### config.mk
export PLATFORM = sky130hd
export DESIGN_NAME = mem_access_unit_flat
export DESIGN_NICKNAME = d
export VERILOG_FILES = /design/src/rtl/mem_access_unit_if.sv /design/src/rtl/mem_access_unit.sv /design/src/flat_wrapper.sv
export SDC_FILE = /design/constraint.sdc
export NUM_CORES = 1
export LEC_CHECK = 0
export ABC_AREA = 1
export CORE_MARGIN = 8
export CORE_UTILIZATION = 40
export DETAILED_ROUTE_END_ITERATION = 12
export HOLD_SLACK_MARGIN = 0.02
export PLACE_DENSITY = 0.7
export SLEW_MARGIN = 20
export SYNTH_ARGS = -nofsm -noshare
export SYNTH_HDL_FRONTEND = slang
export SYNTH_SLANG_ARGS = --single-unit
### constraint.sdc
create_clock -name clk -period 8.31 [get_ports clk]
set_clock_uncertainty 0.2 [all_clocks]
set_input_delay 1.2465 -clock clk [delete_from_list [all_inputs] [get_ports clk]]
set_output_delay 1.2465 -clock clk [all_outputs]
set_load 0.05 [all_outputs]
### src/rtl/mem_access_unit_if.sv
// Bundles the core request/response handshake and the req/gnt/rvalid memory bus
// seen by mem_access_unit; slave is the unit's view, master the surrounding system's.
interface mem_access_unit_if #(
  parameter int XLEN   = 32,
  parameter int ADDR_W = 32
);
  localparam int BE_W = XLEN / 8;

  logic              req_valid;
  logic              req_ready;
  logic              req_we;
  logic [1:0]        req_size;
  logic              req_unsigned;
  logic [ADDR_W-1:0] req_addr;
  logic [XLEN-1:0]   req_wdata;
  logic              rsp_valid;
  logic [XLEN-1:0]   rsp_rdata;
  logic              rsp_fault;
  logic              mem_req;
  logic              mem_gnt;
  logic [ADDR_W-1:0] mem_addr;
  logic              mem_we;
  logic [BE_W-1:0]   mem_be;
  logic [XLEN-1:0]   mem_wdata;
  logic              mem_rvalid;
  logic [XLEN-1:0]   mem_rdata;

  modport slave (
    input  req_valid, req_we, req_size, req_unsigned, req_addr, req_wdata,
    output req_ready, rsp_valid, rsp_rdata, rsp_fault,
    output mem_req, mem_addr, mem_we, mem_be, mem_wdata,
    input  mem_gnt, mem_rvalid, mem_rdata
  );

  modport master (
    output req_valid, req_we, req_size, req_unsigned, req_addr, req_wdata,
    input  req_ready, rsp_valid, rsp_rdata, rsp_fault,
    input  mem_req, mem_addr, mem_we, mem_be, mem_wdata,
    output mem_gnt, mem_rvalid, mem_rdata
  );
endinterface

### src/rtl/mem_access_unit.sv
// Load/store unit: one core request -> byte-laned req/gnt/rvalid bus beat(s) -> extended load data.
// Define MISALIGNED_SPLIT_EN to split boundary-crossing accesses into two beats instead of faulting.
module mem_access_unit #(
  parameter int XLEN           = 32,
  parameter int ADDR_W         = 32,
  parameter int TIMEOUT_CYCLES = 64
) (
  input logic              clk,
  input logic              reset,
  mem_access_unit_if.slave bus
);
  localparam int BE_W  = XLEN / 8;
  localparam int OFF_W = $clog2(BE_W);
  localparam int CNT_W = (TIMEOUT_CYCLES > 0) ? $clog2(TIMEOUT_CYCLES + 1) : 1;
`ifdef MISALIGNED_SPLIT_EN
  localparam bit SPLIT_EN = 1'b1;
`else
  localparam bit SPLIT_EN = 1'b0;
`endif

  typedef enum logic [2:0] {IDLE, ISSUE, WAIT_R, ISSUE2, WAIT_R2, RESP} state_t;
  state_t state, next_state;

  logic              we_q, unsigned_q, split_q, fault_q;
  logic [1:0]        size_q;
  logic [OFF_W-1:0]  off_q;
  logic [ADDR_W-1:0] base_q;
  logic [XLEN-1:0]   wdata_q, beat1_q, rdata_q;
  logic [CNT_W-1:0]  tcnt;

  // Request decode, evaluated on the incoming request while IDLE
  logic [OFF_W-1:0] req_off;
  logic [3:0]       req_n;
  logic [OFF_W:0]   req_mask;
  logic             req_illegal, req_misaligned, req_cross, req_fault;

  assign req_off        = bus.req_addr[OFF_W-1:0];
  assign req_n          = 4'd1 << bus.req_size;
  assign req_mask       = (OFF_W+1)'(req_n) - 1'b1;
  assign req_illegal    = (bus.req_size == 2'd3) && (XLEN == 32);
  assign req_misaligned = |({1'b0, req_off} & req_mask);
  assign req_cross      = (int'(req_off) + int'(req_n)) > BE_W;
  assign req_fault      = req_illegal || (req_misaligned && !SPLIT_EN);

  // Lane placement over a double-width window: low half is beat 1, high half beat 2
  logic [3:0]          n_q;
  logic [2*BE_W-1:0]   be_full;
  logic [2*XLEN-1:0]   wdata_full;
  logic [XLEN-1:0]     rd_lo, rd_hi, rd_shift, mask, load_val;
  logic                sign;

  assign n_q        = 4'd1 << size_q;
  assign be_full    = (((2*BE_W)'(1) << n_q) - 1'b1) << off_q;
  assign wdata_full = {{XLEN{1'b0}}, wdata_q} << {off_q, 3'b000};
  assign rd_lo      = split_q ? beat1_q : bus.mem_rdata;
  assign rd_hi      = split_q ? bus.mem_rdata : '0;
  assign rd_shift   = XLEN'({rd_hi, rd_lo} >> {off_q, 3'b000});

  always_comb begin
    mask = '1;
    sign = rd_shift[XLEN-1];
    case (size_q)
      2'd0:    begin mask = XLEN'(8'hFF);         sign = rd_shift[7];  end
      2'd1:    begin mask = XLEN'(16'hFFFF);      sign = rd_shift[15]; end
      2'd2:    begin mask = XLEN'(32'hFFFF_FFFF); sign = rd_shift[31]; end
      default: ;
    endcase
    load_val = (rd_shift & mask) | ((sign && !unsigned_q) ? ~mask : '0);
  end

  logic waiting, timed_out, timeout_abort, load_done, beat1_done;

  assign waiting   = state inside {ISSUE, WAIT_R, ISSUE2, WAIT_R2};
  assign timed_out = (TIMEOUT_CYCLES != 0) && (tcnt == CNT_W'(TIMEOUT_CYCLES - 1));

  // NOTE: every output of this block gets a default first so no path can infer a latch.
  always_comb begin
    next_state     = state;
    timeout_abort  = 1'b0;
    load_done      = 1'b0;
    beat1_done     = 1'b0;
    bus.req_ready  = 1'b0;
    bus.rsp_valid  = 1'b0;
    bus.rsp_fault  = 1'b0;
    bus.rsp_rdata  = rdata_q;
    bus.mem_req    = 1'b0;
    bus.mem_we     = 1'b0;
    bus.mem_addr   = '0;
    bus.mem_be     = '0;
    bus.mem_wdata  = '0;
    case (state)
      IDLE: begin
        bus.req_ready = 1'b1;
        if (bus.req_valid) next_state = req_fault ? RESP : ISSUE;
      end
      ISSUE: begin
        bus.mem_req   = 1'b1;
        bus.mem_we    = we_q;
        bus.mem_addr  = base_q;
        bus.mem_be    = be_full[BE_W-1:0];
        bus.mem_wdata = wdata_full[XLEN-1:0];
        if (bus.mem_gnt)    next_state = we_q ? (split_q ? ISSUE2 : RESP) : WAIT_R;
        else if (timed_out) begin next_state = RESP; timeout_abort = 1'b1; end
      end
      WAIT_R: begin
        if (bus.mem_rvalid) begin
          next_state = split_q ? ISSUE2 : RESP;
          load_done  = !split_q;
          beat1_done = split_q;
        end else if (timed_out) begin next_state = RESP; timeout_abort = 1'b1; end
      end
      ISSUE2: begin
        bus.mem_req   = 1'b1;
        bus.mem_we    = we_q;
        bus.mem_addr  = base_q + ADDR_W'(BE_W);
        bus.mem_be    = be_full[2*BE_W-1:BE_W];
        bus.mem_wdata = wdata_full[2*XLEN-1:XLEN];
        if (bus.mem_gnt)    next_state = we_q ? RESP : WAIT_R2;
        else if (timed_out) begin next_state = RESP; timeout_abort = 1'b1; end
      end
      WAIT_R2: begin
        if (bus.mem_rvalid) begin next_state = RESP; load_done = 1'b1; end
        else if (timed_out) begin next_state = RESP; timeout_abort = 1'b1; end
      end
      RESP: begin
        bus.rsp_valid = 1'b1;
        bus.rsp_fault = fault_q;
        next_state    = IDLE;
      end
      default: next_state = IDLE;
    endcase
  end

  // NOTE: sequential state uses non-blocking assignments so every register samples pre-edge values.
  always_ff @(posedge clk or posedge reset) begin
    if (reset) state <= IDLE;
    else       state <= next_state;
  end

  always_ff @(posedge clk or posedge reset) begin
    if (reset) begin
      we_q       <= 1'b0;
      unsigned_q <= 1'b0;
      split_q    <= 1'b0;
      fault_q    <= 1'b0;
      size_q     <= '0;
      off_q      <= '0;
      base_q     <= '0;
      wdata_q    <= '0;
      beat1_q    <= '0;
      rdata_q    <= '0;
      tcnt       <= '0;
    end else begin
      // Restarts on every state change, so each ISSUE/WAIT phase gets its own budget
      tcnt <= (waiting && next_state == state) ? tcnt + 1'b1 : '0;
      if (state == IDLE && bus.req_valid) begin
        we_q       <= bus.req_we;
        unsigned_q <= bus.req_unsigned;
        size_q     <= bus.req_size;
        off_q      <= req_off;
        base_q     <= {bus.req_addr[ADDR_W-1:OFF_W], {OFF_W{1'b0}}};
        wdata_q    <= bus.req_wdata;
        split_q    <= SPLIT_EN && req_cross;
        fault_q    <= req_fault;
        rdata_q    <= '0;
      end
      if (beat1_done)    beat1_q <= bus.mem_rdata;
      if (load_done)     rdata_q <= load_val;
      if (timeout_abort) fault_q <= 1'b1;
    end
  end
endmodule

### src/flat_wrapper.sv
// flat-port wrapper written by rule: the top's interface ports become plain ports
module mem_access_unit_flat 
#(
  parameter int XLEN           = 32,
  parameter int ADDR_W         = 32,
  parameter int TIMEOUT_CYCLES = 64
)
  (clk, reset, bus_req_valid, bus_req_we, bus_req_size, bus_req_unsigned, bus_req_addr, bus_req_wdata, bus_req_ready, bus_rsp_valid, bus_rsp_rdata, bus_rsp_fault, bus_mem_req, bus_mem_addr, bus_mem_we, bus_mem_be, bus_mem_wdata, bus_mem_gnt, bus_mem_rvalid, bus_mem_rdata);
  mem_access_unit_if #(.XLEN(XLEN), .ADDR_W(ADDR_W)) bus_i ();
  input logic clk;
  input logic reset;
  input wire logic [$bits(bus_i.req_valid)-1:0] bus_req_valid;
  input wire logic [$bits(bus_i.req_we)-1:0] bus_req_we;
  input wire logic [$bits(bus_i.req_size)-1:0] bus_req_size;
  input wire logic [$bits(bus_i.req_unsigned)-1:0] bus_req_unsigned;
  input wire logic [$bits(bus_i.req_addr)-1:0] bus_req_addr;
  input wire logic [$bits(bus_i.req_wdata)-1:0] bus_req_wdata;
  output wire logic [$bits(bus_i.req_ready)-1:0] bus_req_ready;
  output wire logic [$bits(bus_i.rsp_valid)-1:0] bus_rsp_valid;
  output wire logic [$bits(bus_i.rsp_rdata)-1:0] bus_rsp_rdata;
  output wire logic [$bits(bus_i.rsp_fault)-1:0] bus_rsp_fault;
  output wire logic [$bits(bus_i.mem_req)-1:0] bus_mem_req;
  output wire logic [$bits(bus_i.mem_addr)-1:0] bus_mem_addr;
  output wire logic [$bits(bus_i.mem_we)-1:0] bus_mem_we;
  output wire logic [$bits(bus_i.mem_be)-1:0] bus_mem_be;
  output wire logic [$bits(bus_i.mem_wdata)-1:0] bus_mem_wdata;
  input wire logic [$bits(bus_i.mem_gnt)-1:0] bus_mem_gnt;
  input wire logic [$bits(bus_i.mem_rvalid)-1:0] bus_mem_rvalid;
  input wire logic [$bits(bus_i.mem_rdata)-1:0] bus_mem_rdata;
  assign bus_i.req_valid = bus_req_valid;
  assign bus_i.req_we = bus_req_we;
  assign bus_i.req_size = bus_req_size;
  assign bus_i.req_unsigned = bus_req_unsigned;
  assign bus_i.req_addr = bus_req_addr;
  assign bus_i.req_wdata = bus_req_wdata;
  assign bus_req_ready = bus_i.req_ready;
  assign bus_rsp_valid = bus_i.rsp_valid;
  assign bus_rsp_rdata = bus_i.rsp_rdata;
  assign bus_rsp_fault = bus_i.rsp_fault;
  assign bus_mem_req = bus_i.mem_req;
  assign bus_mem_addr = bus_i.mem_addr;
  assign bus_mem_we = bus_i.mem_we;
  assign bus_mem_be = bus_i.mem_be;
  assign bus_mem_wdata = bus_i.mem_wdata;
  assign bus_i.mem_gnt = bus_mem_gnt;
  assign bus_i.mem_rvalid = bus_mem_rvalid;
  assign bus_i.mem_rdata = bus_mem_rdata;
  mem_access_unit #(.XLEN(XLEN), .ADDR_W(ADDR_W), .TIMEOUT_CYCLES(TIMEOUT_CYCLES)) u_core (.clk(clk), .reset(reset), .bus(bus_i));
endmodule
**Word-level counts from Yosys, hierarchy flattened**

Cells that the tools add are included.

- Mux-type cells: 31
- Bitwise operators: 4
- Shifts and indexed selects: 6
- Reductions and logical operators: 13
- Add/sub/neg operators: 4
- Equality and inequality tests: 9

Operator list:

| cell | number |
|---|---|
| 32-bit one-hot mux with 2 select lines | 3 |
| 32-bit 2-to-1 mux | 3 |
| 32-bit by 5-bit left shift with 64-bit output | 1 |
| 32-bit by 3-bit adder with 32-bit output (second input constant) | 1 |
| 32-bit bitwise AND | 1 |
| 32-bit inverter | 1 |
| 32-bit OR | 1 |
| 32-bit by 5-bit >> shifter with 32-bit output | 1 |
| 3-bit 2-to-1 mux | 7 |
| 1-bit 2-to-1 mux | 13 |
| 3-bit one-hot mux with 4 select lines | 1 |
| 4-bit one-hot mux with 2 select lines | 1 |
| 1-bit by 4-bit left shift with 8-bit output (first input constant) | 1 |
| 8-bit by 2-bit left shift with 8-bit output | 1 |
| 8-bit by 1-bit subtractor with 8-bit output (second input constant) | 1 |
| 7-bit by 1-bit adder with 7-bit output (second input constant) | 1 |
| 7-bit by 6-bit == test with 1-bit output (second input constant) | 1 |
| 7-bit 2-to-1 mux | 1 |
| 3-bit by 2-bit == test with 1-bit output (second input constant) | 2 |
| 3-bit == test (second input constant) | 2 |
| 1-bit one-hot mux with 2 select lines | 2 |
| 2-bit nonzero test | 2 |
| 4-bit nonzero test | 1 |
| 2-bit OR reduction | 2 |
| other kinds (14) | 16 |

- Word-level logic and storage cells: 77
- Register bits after elaboration: 111
- Input port bits: 105

**Logic depth before layout (Yosys ltp)**

- Depth after elaboration: 11
- Gate-level depth with buffers: 11
- Depth with buffers taken out: 10

**Worst setup path after synthesis**

No wires, ideal clock.

- Path type: register to output
- Start point: register u_core.off_q[0]
- End point: output port bus_mem_wdata[3]
- Data required time: 6864 ps
- Data arrival time: 2728 ps
- Path buffers: 3
- Stages on the path, launching flop included: 6
- Setup slack: 4136 ps
- Cells stage by stage: dfrtp_1 -> buf_2 -> buf_2 -> buf_2 -> nand2_1 -> o311ai_0

- Cells in the longest elaborated chain, start to end: 2

Ends and longest elaborated chain:

| element | RTL line | text |
|---|---|---|
| start: declaration | mem_access_unit.sv:26 | `logic [OFF_W-1:0] off_q;` |
| start signal: assignment | mem_access_unit.sv:160 | `off_q <= req_off;` |
| 32-bit by 5-bit left shift with 64-bit output | mem_access_unit.sv:54 | `assign wdata_full = {{XLEN{1'b0}}, wdata_q} << {off_q, 3'b000};` |
| 32-bit one-hot mux with 2 select lines | mem_access_unit.sv:91 | `case (state)` |
| end: declaration | flat_wrapper.sv:26 | `output wire logic [$bits(bus_i.mem_wdata)-1:0] bus_mem_wdata;` |

Every way passes these cells.

**Final worst setup path**

- Start point: register u_core.off_q[1]
- End point: output port bus_mem_wdata[17]

Same word-level chain as after synthesis.

==> run summary <==
Die H: 148.9 um
Worst EP required: 6860 ps
Clock tree buffer depth: 2
Switching fraction of total power: 55.52%
Area Growth Syn to Fin: 34.56%
CP endpoint kind: output port
Sequential Power Share: 27.1%
Worst Hold Depth: 1
Layout cells sized above 1: 4.797%
Yosys top cell area share: 39.34%
HPWL Detailed: 18.10 mm
Row Count: 48
Reg clk slew, reported paths: 80 ps
Critical hold path startpoint: u_core.tcnt[0]
CTS tree: done
Root buffer cell: clkbuf_16
Leak: 0.004202 uW
Peak VDD IR: 0.1936 mV
Total GRT Usage: 21.56%
Core area: 17300 um2
Most frequent cells in the layout: 386 x nand2_1, 207 x clkdlybuf4s50_1, 119 x o21ai_0
Antenna viol nets, final: 0
Unrepaired setup endpoints after global routing: no
Slowest cell delay on critical path: 880 ps
Post-layout minimum cycle time: 5234 ps
# fillers: 1685
GRT overflow: 0
R2r setup slk: 5470 ps
Peak Freq: 191.1 MHz
Final Cycle Share: 62.98%
Post-CTS Setup Bufs: 0
Crit Path Class: reg -> out
Die area: 22160 um2
TritonCTS Buffers: 9
Final Max Tran Viols: 0
Internal power: 1732 uW
Die W: 148.9 um
Via count: 7646
Crit-path max FO: 48
Vias/cell: 5.332
Cts hold-fix bufs: 0
Distinct cells, synth: 42
Reg-to-Reg End: u_core.bus.rsp_rdata[18]
Slew headroom: 34.01%
Worst Hold Class: reg -> reg
Avg WL per Cell: 17.25 um
Crit start category: register
Sequential cell area fraction in the yosys report: 39.34%
Ordered cell list for the critical path: inv_1 -> buf_4 -> nor2_2 -> inv_2 -> o221ai_1 -> clkdlybuf4s50_1
Post-route DRC violation count: 0
Clk sinks: 111
Cell area power density: 409.9 nW/um2
Ant diodes: 0
Starting Density: 40.82%
Commonest non-fill, non-tap cell in the layout: nand2_1
First-pass GRT wire length: 38.23 mm
Worst reg2reg path depth: 9
Pre-CTS WS: 3526 ps
Leading area contributor after synthesis: dfrtp_1
Drt pass-1 iters: 5
Top cells by area, synth: dfrtp_1 39%, nand2_1 21%, o21ai_0 8.4%
GP Congestion: 0.9249
H-tree levels: 3
I/O Buffers: 207
Clock Power Share: 11.6%
Final setup margin: 3076 ps
WL final: 24.74 mm
Post-layout power: 3894 uW
Post_cts resized: 0
Post-Syn Area per Cell: 6.815 um2
Max-cap violation count: 0
Max stage delay cell, worst path: clkdlybuf4s50_1
Reg2reg start: u_core.off_q[0]
WHS: 276.4 ps
Largest net degree at the start of global routing: 110
Flops & latches, synth: 111
Hold path endpoint: u_core.tcnt[0]
Synthesized netlist cell count: 1036
Logic pwr share: 61.4%
Mapped Area: 7061 um2
I/O pins: 210
Vias in the first global route: 7047
Layout Nets: 1313
Initial antenna violation count: 0
Warnings, synthesis: 0
P_sw: 2162 uW
Final setup vio count: 0
Iter 0 DRT Violations: 741
Clock Latency Late Sink: 350 ps
Worst Path Arrival: 3790 ps
Slew at the pin closest to its max-slew limit: 989.9 ps
Final Hold Viols: 0
Final TNS setup: 0 ps
Outcome: completed
==> logic make-up (layout without fill, tap and decap cells) <==
| family | after synthesis | count (layout) | synth area share [%] |
|---|---|---|---|
| xor+xnor | 12 | 12 | 1.489 |
| buf+inv | 146 | 318 | 8.506 |
| flops | 111 | 111 | 39.34 |
| other cells | 1 | 2 | 0.05311 |
| fa+ha+maj | 4 | 4 | 0.7089 |
| simple gates | 537 | 537 | 31.63 |
| compound gates | 225 | 225 | 18.27 |
==> metal layers <==
metal | vias to the layer above | wire (um) | global-route usage (%)
met1 | 3503 | 10850 | 28.98
met4 | 0 | 441 | 6.461
met5 | - | 0 | 0
met2 | 380 | 11050 | 33.66
li1 | 3726 | - | -
met3 | 37 | 2397 | 5.309
==> flip-flops by register name (all words and copies together), names as in the netlist <==
signal                flops
u_core.bus.rsp_rdata     32
u_core.wdata_q           32
u_core.base_q            30
u_core.tcnt               7
u_core.state              3
u_core.off_q              2
u_core.size_q             2
u_core.fault_q            1
u_core.unsigned_q         1
u_core.we_q               1
==> synthesized netlist by cell type, drive strengths merged <==
master	number
a21boi	1
a21o	1
a21oi	43
a221oi	7
a22o	2
a22oi	8
a31oi	5
a32oi	6
buf	31
clkbuf	23
conb	1
dfrtp	111
ha	4
inv	92
nand2	392
nand3	45
nand4	5
nor2	65
nor3	29
o211ai	1
o21ai	121
o21bai	2
o221ai	2
o22ai	17
o311ai	2
o31ai	7
or2	1
xnor2	3
xor2	9
==> per-stage QoR <==
stage / cell area [um2] / cells / utilization [%]
6_report: 9500 / 1434 / 54.93
3_3_place_gp: 9196 / 1418 / 53.17
5_1_grt: 9500 / 1434 / 54.93
4_1_cts: 9495 / 1434 / 54.90
2_1_floorplan: 7064 / 1037 / -
3_5_place_dp: 9196 / 1418 / 53.17
==> cell type report <==
type | instances | area [um2] | share of cell area, %
clock inverter | 6 | 70.07 | 0.7375
timing repair buffer | 210 | 2095 | 22.05
sequential | 111 | 2781 | 29.28
inverter | 92 | 350.3 | 3.688
clock buffer | 10 | 229.0 | 2.410
tap | 225 | 281.5 | 2.963
multi-input combinational | 780 | 3694 | 38.88
==> worst max-delay path, delay by kind of cell, from the launching register on <==
kind | cells | cell delay, ps
buffers and inverters | 4 | 1610
AO/OA/AOI/OAI | 1 | 360
AND/OR/NAND/NOR | 1 | 690
flip-flops | 1 | 770
==> worst max path at each step <==
stage | start | end | slack [ps] | cells after the start
after detailed placement | u_core.off_q[0] | bus_mem_wdata[17] | 3530 | 6
after global placement | u_core.off_q[0] | bus_mem_wdata[17] | 3550 | 6
after floorplan | reset | u_core.base_q[10] | 3930 | 1
final | u_core.off_q[1] | bus_mem_wdata[17] | 3080 | 6
after CTS | u_core.off_q[0] | bus_mem_wdata[17] | 3120 | 6
after global routing | u_core.off_q[1] | bus_mem_wdata[17] | 2870 | 6
==> power by group through the flow <==
stage	sequential [uW]	clock, uW	combinational, uW
2_1_floorplan	1150	0	1540
3_3_place_gp	1050	0	2360
4_1_cts	1040	460	2390
5_1_grt	1080	480	2580
3_5_place_dp	1050	0	2380
6_report	1050	450	2390
Note: power is estimated with default switching activity, not from simulation.
